==> src/rtl/scalar_wb_arbiter.sv <==
// Scalar register-file write-back arbiter and scoreboard, one per warp.
// Round-robin over ALU/LSU/V2S with r0/r31 protection and RAW/WAW tracking.
package wb_pkg;
    typedef enum logic [1:0] {
        ALU_OUT          = 2'd0,
        LSU_OUT          = 2'd1,
        VECTOR_TO_SCALAR = 2'd2
    } reg_input_mux_t;
endpackage

module scalar_wb_arbiter
    import wb_pkg::*;
#(
    parameter int DATA_WIDTH = 32,
    parameter int SAT_WIDTH  = 8
) (
    input  logic                  clk,
    input  logic                  reset,
    input  logic                  issue_valid,
    input  logic                  issue_rd_write,
    input  logic [4:0]            issue_rd,
    input  logic [4:0]            issue_rs1,
    input  logic [4:0]            issue_rs2,
    output logic                  issue_stall,
    input  logic                  alu_valid,
    input  logic [4:0]            alu_rd,
    input  logic [DATA_WIDTH-1:0] alu_data,
    output logic                  alu_ready,
    input  logic                  lsu_valid,
    input  logic [4:0]            lsu_rd,
    input  logic [DATA_WIDTH-1:0] lsu_data,
    output logic                  lsu_ready,
    input  logic                  v2s_valid,
    input  logic [4:0]            v2s_rd,
    input  logic [DATA_WIDTH-1:0] v2s_data,
    output logic                  v2s_ready,
    output logic                  rf_we,
    output logic [4:0]            rf_waddr,
    output logic [DATA_WIDTH-1:0] rf_wdata,
    output reg_input_mux_t        rf_src,
    output logic [31:0]           pending_mask,
    output logic [SAT_WIDTH-1:0]  blocked_count
);

    logic [2:0]            req;
    logic [2:0]            gnt;
    logic [1:0]            rr_ptr_q, rr_ptr_d;
    logic [4:0]            sel_rd;
    logic [DATA_WIDTH-1:0] sel_data;
    reg_input_mux_t        sel_src;
    logic                  xfer;
    logic                  drop31;
    logic                  do_write;
    logic                  issue_set;

    logic                  rf_we_q, rf_we_d;
    logic [4:0]            rf_waddr_q, rf_waddr_d;
    logic [DATA_WIDTH-1:0] rf_wdata_q, rf_wdata_d;
    reg_input_mux_t        rf_src_q, rf_src_d;
    logic                  clr_v_q, clr_v_d;
    logic [4:0]            clr_addr_q, clr_addr_d;
    logic [31:0]           pending_q, pending_d;
    logic [SAT_WIDTH-1:0]  blocked_q, blocked_d;

    assign req = {v2s_valid, lsu_valid, alu_valid};

    // Grants are forced low while reset is held, independent of the flops.
    always_comb begin
        gnt = 3'b000;
        unique case (rr_ptr_q)
            2'd1: begin
                if (req[1])      gnt = 3'b010;
                else if (req[2]) gnt = 3'b100;
                else if (req[0]) gnt = 3'b001;
            end
            2'd2: begin
                if (req[2])      gnt = 3'b100;
                else if (req[0]) gnt = 3'b001;
                else if (req[1]) gnt = 3'b010;
            end
            default: begin
                if (req[0])      gnt = 3'b001;
                else if (req[1]) gnt = 3'b010;
                else if (req[2]) gnt = 3'b100;
            end
        endcase
        if (!reset) gnt = 3'b000;
    end

    assign alu_ready = gnt[0];
    assign lsu_ready = gnt[1];
    assign v2s_ready = gnt[2];

    always_comb begin
        sel_rd   = '0;
        sel_data = '0;
        sel_src  = ALU_OUT;
        unique case (1'b1)
            gnt[0]: begin
                sel_rd   = alu_rd;
                sel_data = alu_data;
                sel_src  = ALU_OUT;
            end
            gnt[1]: begin
                sel_rd   = lsu_rd;
                sel_data = lsu_data;
                sel_src  = LSU_OUT;
            end
            gnt[2]: begin
                sel_rd   = v2s_rd;
                sel_data = v2s_data;
                sel_src  = VECTOR_TO_SCALAR;
            end
            default: ;
        endcase
    end

    assign xfer     = |gnt;
    assign drop31   = xfer && (sel_rd == 5'd31) && !gnt[2];
    assign do_write = xfer && (sel_rd != 5'd0) && !drop31;

    assign issue_stall = issue_valid &&
        ((pending_q[issue_rs1] && (issue_rs1 != 5'd0)) ||
         (pending_q[issue_rs2] && (issue_rs2 != 5'd0)) ||
         (issue_rd_write && pending_q[issue_rd] && (issue_rd != 5'd0)));

    assign issue_set = issue_valid && issue_rd_write &&
                       !issue_stall && (issue_rd != 5'd0);

    always_comb begin
        rr_ptr_d = rr_ptr_q;
        unique case (1'b1)
            gnt[0]:  rr_ptr_d = 2'd1;
            gnt[1]:  rr_ptr_d = 2'd2;
            gnt[2]:  rr_ptr_d = 2'd0;
            default: ;
        endcase

        rf_we_d    = do_write;
        rf_waddr_d = do_write ? sel_rd   : rf_waddr_q;
        rf_wdata_d = do_write ? sel_data : rf_wdata_q;
        rf_src_d   = do_write ? sel_src  : rf_src_q;

        // Dropped writes still retire their scoreboard entry one cycle later.
        clr_v_d    = xfer;
        clr_addr_d = sel_rd;

        blocked_d = blocked_q;
        if (drop31 && (blocked_q != {SAT_WIDTH{1'b1}}))
            blocked_d = blocked_q + 1'b1;

        // Set after clear: the issuing instruction is younger.
        pending_d = pending_q;
        if (clr_v_q)   pending_d[clr_addr_q] = 1'b0;
        if (issue_set) pending_d[issue_rd]   = 1'b1;
        pending_d[0] = 1'b0;
    end

    always_ff @(posedge clk or negedge reset) begin
        if (!reset) begin
            rr_ptr_q   <= 2'd0;
            rf_we_q    <= 1'b0;
            rf_waddr_q <= '0;
            rf_wdata_q <= '0;
            rf_src_q   <= ALU_OUT;
            clr_v_q    <= 1'b0;
            clr_addr_q <= '0;
            pending_q  <= '0;
            blocked_q  <= '0;
        end else begin
            rr_ptr_q   <= rr_ptr_d;
            rf_we_q    <= rf_we_d;
            rf_waddr_q <= rf_waddr_d;
            rf_wdata_q <= rf_wdata_d;
            rf_src_q   <= rf_src_d;
            clr_v_q    <= clr_v_d;
            clr_addr_q <= clr_addr_d;
            pending_q  <= pending_d;
            blocked_q  <= blocked_d;
        end
    end

    assign rf_we         = rf_we_q;
    assign rf_waddr      = rf_waddr_q;
    assign rf_wdata      = rf_wdata_q;
    assign rf_src        = rf_src_q;
    assign pending_mask  = pending_q;
    assign blocked_count = blocked_q;

endmodule

==> config.mk <==
export PLATFORM = sky130hd
export DESIGN_NAME = scalar_wb_arbiter
export DESIGN_NICKNAME = d
export VERILOG_FILES = /design/src/rtl/scalar_wb_arbiter.sv
export SDC_FILE = /design/constraint.sdc
export NUM_CORES = 1
export LEC_CHECK = 0
export CORE_ASPECT_RATIO = 1.2
export CORE_MARGIN = 1
export CORE_UTILIZATION = 42
export DETAILED_ROUTE_END_ITERATION = 7
export HOLD_SLACK_MARGIN = 0.12
export MAX_ROUTING_LAYER = met4
export PLACE_DENSITY = 0.91
export SETUP_SLACK_MARGIN = 0.15
export SLEW_MARGIN = 20
export SYNTH_ARGS = -nofsm -noshare
export SYNTH_HDL_FRONTEND = slang
export SYNTH_SLANG_ARGS = --single-unit
==> constraint.sdc <==
create_clock -name clk -period 3.67 [get_ports clk]
set_input_delay 0.734 -clock clk [delete_from_list [all_inputs] [get_ports clk]]
set_output_delay 0.734 -clock clk [all_outputs]
set_load 0.02 [all_outputs]
==> results.sh, run 1 <==
export IMPL_io_pins=217
export IMPL_hold_class="input pin to async pin"
export IMPL_dr_total_vias=5522
export IMPL_outcome="finished, violations left"
export IMPL_setup_worst_path_start="issue_rs2[0]"
export IMPL_viasPerCell=6.44
export IMPL_port_buffers=215
export IMPL_cp_end_kind="primary output"
export IMPL_routed_wl_um=20100
export IMPL_crit_type="input pin to primary output"
export IMPL_synth_cell_types=41
export IMPL_final_common_cell="clkdlybuf4s50_1"
export IMPL_core_sq_um=11000
export IMPL_yosys_warnings=0
export IMPL_dieArea_sq_um=11700
export IMPL_fin_nets=849
export IMPL_async_reset_ff_frac=1.00
export IMPL_synth_edf_count=0
export IMPL_arrival_ns=2.77
export IMPL_fin_util=0.727
export IMPL_grtUsageTotal=0.355
export IMPL_first_pass_iters=8
export IMPL_slew_headroom=0.576
export IMPL_rows=42
export IMPL_slew_violations=0
export IMPL_hold_viol=0
export IMPL_whs_ns=0.485
export IMPL_clock_sinks=87
export IMPL_avgRoutedWirePerCell_um=23.5
export IMPL_power_leakage_nw=3.18
export IMPL_start_util=0.429
export IMPL_min_period_over_period=0.956
export IMPL_htree_levels=3
export IMPL_first_global_vias=5712
export IMPL_irDropWorstVdd_mv=0.544
export IMPL_final_cell_mix="clkdlybuf4s50_1, dfrtp_1, a21oi_1"
export IMPL_grt_overflow_total=0
export IMPL_rsz0062_at_grt="true"
export IMPL_skew_ns=0.00571
export IMPL_grt_max_degree=50
export IMPL_ys_seq_elements=87
export IMPL_ff2ff_setup_slack_ns=0.48
export IMPL_synth_area_sq_um=4720
export IMPL_fillerInstances=718
export IMPL_final_layout_size_suffix_gt1_frac=0.188
export IMPL_tightest_slew_ns=0.636
export IMPL_syn_to_final_growth_pct=69.3
export IMPL_postSynthNetCount=578
export IMPL_antenna_found_initial=6
export IMPL_cts_made_buffers=9
export IMPL_ys_seq_area_frac=0.462
export IMPL_max_freq_ghz=0.285
export IMPL_max_cap_viol_count=0
export IMPL_violations="design-rule violations"
export IMPL_die_w_um=98.7
export IMPL_antenna_left=0
export IMPL_gp_congestion=1.14
export IMPL_grt_pass1_wl_um=30500
export IMPL_cts_hold_fix_buffers=0
export IMPL_fp_dieH_um=118
export IMPL_r2r_end="rf_wdata[15]"
export IMPL_layout_min_cycle_time_ns=3.51
export IMPL_route_detailed_drc=3
export IMPL_rr_worst_depth=10
export IMPL_endpoint="issue_stall"
export IMPL_cp_max_fo=4
export IMPL_cts_tree="yes"
export IMPL_power_density_nw_per_um2=753
export IMPL_drt_iter0_markers=708
export IMPL_cts_root_buf="clkbuf_16"
export IMPL_avgSynthCellArea_sq_um=10.7
export IMPL_setup_violations=0
export IMPL_cts_buffer_depth=2
export IMPL_path_clk_slew_ns=0.06
export IMPL_synthCells=442
export IMPL_dp_hpwl_um=14900
export IMPL_insertion_delay_ns=0.34
export IMPL_synth_ff_type="dfrtp_1"
export IMPL_cp_required_ns=2.94
export IMPL_startpoint_type="input pin"
export IMPL_r2r_start="rr_ptr_q[0]"
-- synthesized netlist by cell type (2+ instances only) --
library cell | n | area, sq um
nand2_1 | 9 | 33.8
buf_1 | 5 | 18.8
a2bb2oi_1 | 2 | 17.5
a21oi_1 | 72 | 360
a31oi_1 | 3 | 18.8
or3_1 | 3 | 18.8
clkbuf_1 | 15 | 56.3
nand3_1 | 6 | 30.0
nand4b_1 | 2 | 17.5
nand3b_1 | 8 | 60.1
and3_1 | 3 | 18.8
ha_1 | 3 | 37.5
a222oi_1 | 37 | 370
a211oi_2 | 3 | 37.5
o22ai_1 | 6 | 37.5
nor4_1 | 3 | 18.8
buf_2 | 4 | 20.0
mux2_1 | 2 | 22.5
or3b_2 | 6 | 52.6
mux2_2 | 5 | 56.3
nor3_1 | 2 | 10.0
buf_4 | 5 | 37.5
xnor2_1 | 3 | 26.3
and2_1 | 5 | 31.3
dfrtp_1 | 87 | 2180
nor2b_1 | 6 | 37.5
nor2_1 | 7 | 26.3
o21ai_0 | 67 | 335
inv_1 | 9 | 33.8
nand4_1 | 8 | 50.1
mux2i_1 | 19 | 190
nand2b_1 | 2 | 12.5
mux4_2 | 17 | 383
-- cells by family (layout without fill, tap and decap cells) --
kind of cell / after synthesis / after routing / share of synthesized area
flops: 87 / 87 / 0.462
fa+ha+maj: 3 / 3 / 0.00796
compound gates: 195 / 195 / 0.258
xor+xnor: 3 / 3 / 0.00557
other cells: 1 / 8 / 0.000795
mux: 43 / 43 / 0.138
buf+inv: 38 / 314 / 0.0353
simple gates: 72 / 72 / 0.0923
-- critical path: stages --
cell and delay, ns:
buf_8 0.08, buf_6 0.11, mux4_2 0.50, mux4_2 0.50
mux2_4 0.30, a211oi_4 0.20, o21ai_1 0.09, and2_1 0.15
buf_6 0.13
-- per-layer routing --
| layer | up-vias | routed length [um] | track usage |
|---|---|---|---|
| li1 | 2319 | - | - |
| met1 | 2679 | 6770 | 0.391 |
| met2 | 453 | 10000 | 0.585 |
| met3 | 71 | 2360 | 0.109 |
| met4 | 0 | 955 | 0.168 |
| met5 | - | 0 | - |
-- repair_timing --
action | 4_1_cts | 5_1_grt
pin swaps | 3 | 4
setup endpoints to repair | 2 | 3
cloned | 0 | 1
gates resized for setup | 27 | 21
setup buffers | 2 | 1
-- power by group --
part,internal (W),switching [W]
clock,0.000685,0.000381
combinational,0.00154,0.00175
sequential,0.00135,0.000316
total,0.00357,0.00244
-- sequential cells by signal (all words and copies together), names as in the netlist --
signal and flops:
rf_wdata 32, pending_mask 31, rr_ptr_q 2, blocked_count 8, clr_v_q 1, rf_we 1, rf_waddr 5, rf_src 2
clr_addr_q 5
-- worst min path at each step --
| stage | startpoint | end | slack [ns] | cells past startpoint |
|---|---|---|---|---|
| 2_1_floorplan | reset | blocked_count[0] | 0.44 | 0 |
| 3_3_place_gp | rf_waddr[1] | rf_waddr[1] | 0.49 | 2 |
| 3_5_place_dp | rf_src[0] | rf_src[0] | 0.50 | 1 |
| 4_1_cts | reset | rf_wdata[20] | 0.49 | 2 |
| 5_1_grt | reset | rf_wdata[20] | 0.52 | 2 |
| 6_report | reset | rf_wdata[22] | 0.49 | 2 |
-- metrics by stage --
step	instance area (sq um)	setup WS, ns	power (W)	setup TNS [ns]	instances
final	7990	0.162	0.00602	0	857
after global routing	7980	0.0831	0.00627	0	856
after CTS	7870	0.116	0.00593	0	848
after detailed placement	7480	-0.773	0.00481	-0.773	830
after global placement	7480	-0.709	0.00468	-0.709	830
after floorplan	4720	0.231	0.00322	0	442
-- cell type report --
type / instances / area, sq um / area share
well taps: 132 / 165 / 0.0207
clock inverters: 5 / 104 / 0.0130
inverters: 9 / 33.8 / 0.00423
clock buffers: 11 / 243 / 0.0304
repair buffers: 289 / 2760 / 0.346
multi-input cells: 317 / 2480 / 0.311
diodes: 7 / 17.5 / 0.00219
flip-flops and latches: 87 / 2180 / 0.273
Note: power is estimated with default switching activity, not from simulation.
==> run 2: changes to the inputs <==
--- a/config.mk
+++ b/config.mk
@@ -7,11 +7,11 @@
 export LEC_CHECK = 0
 export CORE_ASPECT_RATIO = 1.2
 export CORE_MARGIN = 1
-export CORE_UTILIZATION = 42
+export CORE_UTILIZATION = 38
 export DETAILED_ROUTE_END_ITERATION = 7
-export HOLD_SLACK_MARGIN = 0.12
+export GPL_TIMING_DRIVEN = 0
 export MAX_ROUTING_LAYER = met4
-export PLACE_DENSITY = 0.91
+export PLACE_DENSITY = 0.88
 export SETUP_SLACK_MARGIN = 0.15
 export SLEW_MARGIN = 20
 export SYNTH_ARGS = -nofsm -noshare
==> constraint.sdc (replaced) <==
create_clock -name clk -period 2.9 [get_ports clk]
set_input_delay 0.58 -clock clk [delete_from_list [all_inputs] [get_ports clk]]
set_output_delay 0.58 -clock clk [all_outputs]
set_load 0.02 [all_outputs]
==> run 2 against run 1 <==
Die area up 10%. The flow finishes with violations (design-rule violations, negative setup slack). Largest cell class unchanged. Register-to-register slack worse by 0.46 ns. Total power increased by 39%.
==> results.sh, run 2 (synthesis gave the netlist of run 1 again) <==
export IMPL_outcome="finished, violations left"
export IMPL_violations="design-rule violations, negative setup slack"
export IMPL_die_w_um=104
export IMPL_cts_hold_fix_buffers=0
export IMPL_arrival_ns=2.57
export IMPL_cts_tree="yes"
export IMPL_route_detailed_drc=2
export IMPL_switching_share=0.414
export IMPL_finalWorstSetupSlack_ns=-0.251
export IMPL_min_period_over_period=1.09
export IMPL_crit_type="flip-flop to primary output"
export IMPL_slowest_delay_ns=0.47
export IMPL_io_pins=217
export IMPL_routed_wl_um=19800
export IMPL_dp_hpwl_um=13300
export IMPL_crit_chain="mux4_2 -> mux4_2 -> mux2_4 -> a211oi_4 -> o21ai_1 -> and2_4 -> buf_6"
export IMPL_viasPerCell=6.18
export IMPL_startpoint_type="flip-flop"
export IMPL_grt_max_degree=25
export IMPL_setup_violations=2
export IMPL_layout_min_cycle_time_ns=3.15
export IMPL_r2r_start="rr_ptr_q[1]"
export IMPL_irDropWorstVdd_mv=0.734
export IMPL_drt_iter0_markers=625
export IMPL_rows=44
export IMPL_cp_end_kind="primary output"
export IMPL_insertion_delay_ns=0.34
export IMPL_grt_overflow_total=0
export IMPL_rr_worst_depth=11
export IMPL_first_pass_iters=8
export IMPL_p_switching_w=0.00345
export IMPL_slew_violations=0
export IMPL_path_buf_inv=1
export IMPL_fin_nets=858
export IMPL_final_layout_size_suffix_gt1_frac=0.282
export IMPL_dpl_cell_area_sq_um=7130
export IMPL_port_buffers=212
export IMPL_crit_path_top_delay_cell="mux4_2"
export IMPL_pwr_share_seq=0.262
export IMPL_antenna_left=0
export IMPL_comb_power_share=0.612
export IMPL_diodes=0
export IMPL_cp_required_ns=2.32
export IMPL_largest_reg_flops=32
export IMPL_avgRoutedWirePerCell_um=22.3
export IMPL_final_common_cell="clkdlybuf4s50_1"
export IMPL_dr_total_vias=5486
export IMPL_gp_congestion=1.00
export IMPL_cts_root_buf="clkbuf_16"
export IMPL_path_clk_slew_ns=0.06
export IMPL_stdcell_area_sq_um=8460
export IMPL_crit_family="multiplexers"
export IMPL_first_global_vias=5583
export IMPL_max_cap_viol_count=0
export IMPL_core_sq_um=12100
export IMPL_tightest_slew_ns=0.557
export IMPL_r2r_end="rf_src[0]"
export IMPL_cp_common_cell="mux4_2"
export IMPL_start_util=0.389
export IMPL_final_cell_mix="clkdlybuf4s50_1, dfrtp_1, o21ai_0"
export IMPL_hold_class="input pin to async pin"
export IMPL_skew_ns=0.00372
export IMPL_p_int_w=0.00488
export IMPL_antenna_found_initial=0
export IMPL_dieArea_sq_um=12900
export IMPL_fin_util=0.698
export IMPL_clock_sinks=87
export IMPL_htree_levels=3
export IMPL_cp_max_fo=5
export IMPL_ff2ff_setup_slack_ns=0.02
export IMPL_cts_made_buffers=9
export IMPL_power_leakage_nw=3.31
export IMPL_dp_cells=816
export IMPL_fin_cells=887
export IMPL_syn_to_final_growth_pct=79.3
export IMPL_hold_viol=0
export IMPL_grtUsageTotal=0.309
export IMPL_slew_headroom=0.624
export IMPL_grt_pass1_wl_um=29600
export IMPL_power_frac_clock=0.125
export IMPL_fp_dieH_um=124
export IMPL_cts_buffer_depth=2
export IMPL_rsz0062_at_grt="true"
export IMPL_max_freq_ghz=0.317
export IMPL_power_density_nw_per_um2=985
==> run 2: cell count changes in the layout (fill, tap and decap cells not counted), moves of 6 or more <==
cell / change
a21oi_1: -43
a21oi_2: +41
buf_4: -27
buf_6: +22
clkbuf_1: +9
diode_2: -7
clkdlybuf4s50_1: -6
dfrtp_1: -6
dfrtp_2: +6
==> run 2: cell type report <==
type | count | area (sq um)
sequential | 87 | 2180
tap | 161 | 201
multi-input combinational | 317 | 2770
clock inverter | 1 | 5.00
fill | 840 | 3650
clock buffer | 14 | 254
inverter | 9 | 33.8
buffer | 29 | 280
timing repair buffer | 269 | 2740
==> run 2: metal layers <==
metal | track usage | vias to the layer above | wire length [um] | share of wire
met4 | 0.149 | 0 | 701 | 0.035
met1 | 0.346 | 2658 | 7000 | 0.35
met5 | - | - | 0 | 0
met2 | 0.541 | 435 | 10100 | 0.51
li1 | - | 2335 | - | -
met3 | 0.0570 | 58 | 2010 | 0.10
==> run 2: power by group through the flow <==
stage,Combinational (W),Clock [W],Sequential (W)
CTS,0.00453,0.00105,0.00213
detailed placement,0.00365,0,0.00215
floorplan,0.00160,0,0.00254
global placement,0.00354,0,0.00214
global route,0.00536,0.00111,0.00223
finish,0.00510,0.00104,0.00219
==> run 2: worst reg2reg max path: stages (launching register included) <==
cell and delay (ns):
dfrtp_1 0.42, ha_4 0.34, nor2b_4 0.05, o311a_4 0.41
a222oi_1 0.36, buf_4 0.19, buf_6 0.11, nor4_4 0.05
and2_4 0.18, a21oi_4 0.17, buf_6 0.18, mux2_4 0.30
==> run 2: worst max-delay path by stage <==
stage,from,to,depth (start not counted)
finish,pending_mask[12],issue_stall,7
global route,issue_rd[2],issue_stall,9
CTS,pending_mask[7],issue_stall,7
detailed placement,reset,rf_wdata[22],11
global placement,reset,rf_waddr[4],10
floorplan,issue_rs2[0],issue_stall,7
==> run 2: repair_timing <==
item                       4_1_cts  5_1_grt
gates cloned                     7        2
setup endpoints to repair       83       80
pin swaps                       29       22
buffers inserted                41        6
gates resized for setup        127       74
==> run 2: per-stage QoR <==
| step | TNS, ns | hold WS (ns) | total power, W | setup WS, ns |
|---|---|---|---|---|
| global route | -4.07 | 0.0495 | 0.00870 | -0.314 |
| global placement | -400.89 | 0.475 | 0.00568 | -3.86 |
| CTS | -0.239 | 0.0518 | 0.00771 | -0.239 |
| floorplan | -0.107 | 0.284 | 0.00414 | -0.107 |
| finish | -0.274 | 0.0502 | 0.00833 | -0.251 |
| detailed placement | -90.07 | 0.479 | 0.00581 | -1.23 |
==> run 3: changes to the inputs <==
--- a/config.mk
+++ b/config.mk
@@ -6,7 +6,6 @@
 export NUM_CORES = 1
 export LEC_CHECK = 0
 export CORE_ASPECT_RATIO = 1.2
-export CORE_MARGIN = 1
 export CORE_UTILIZATION = 38
 export DETAILED_ROUTE_END_ITERATION = 7
 export GPL_TIMING_DRIVEN = 0
==> results of run 3 <==
Final layout, timing and power as in run 2 (identical DEF).
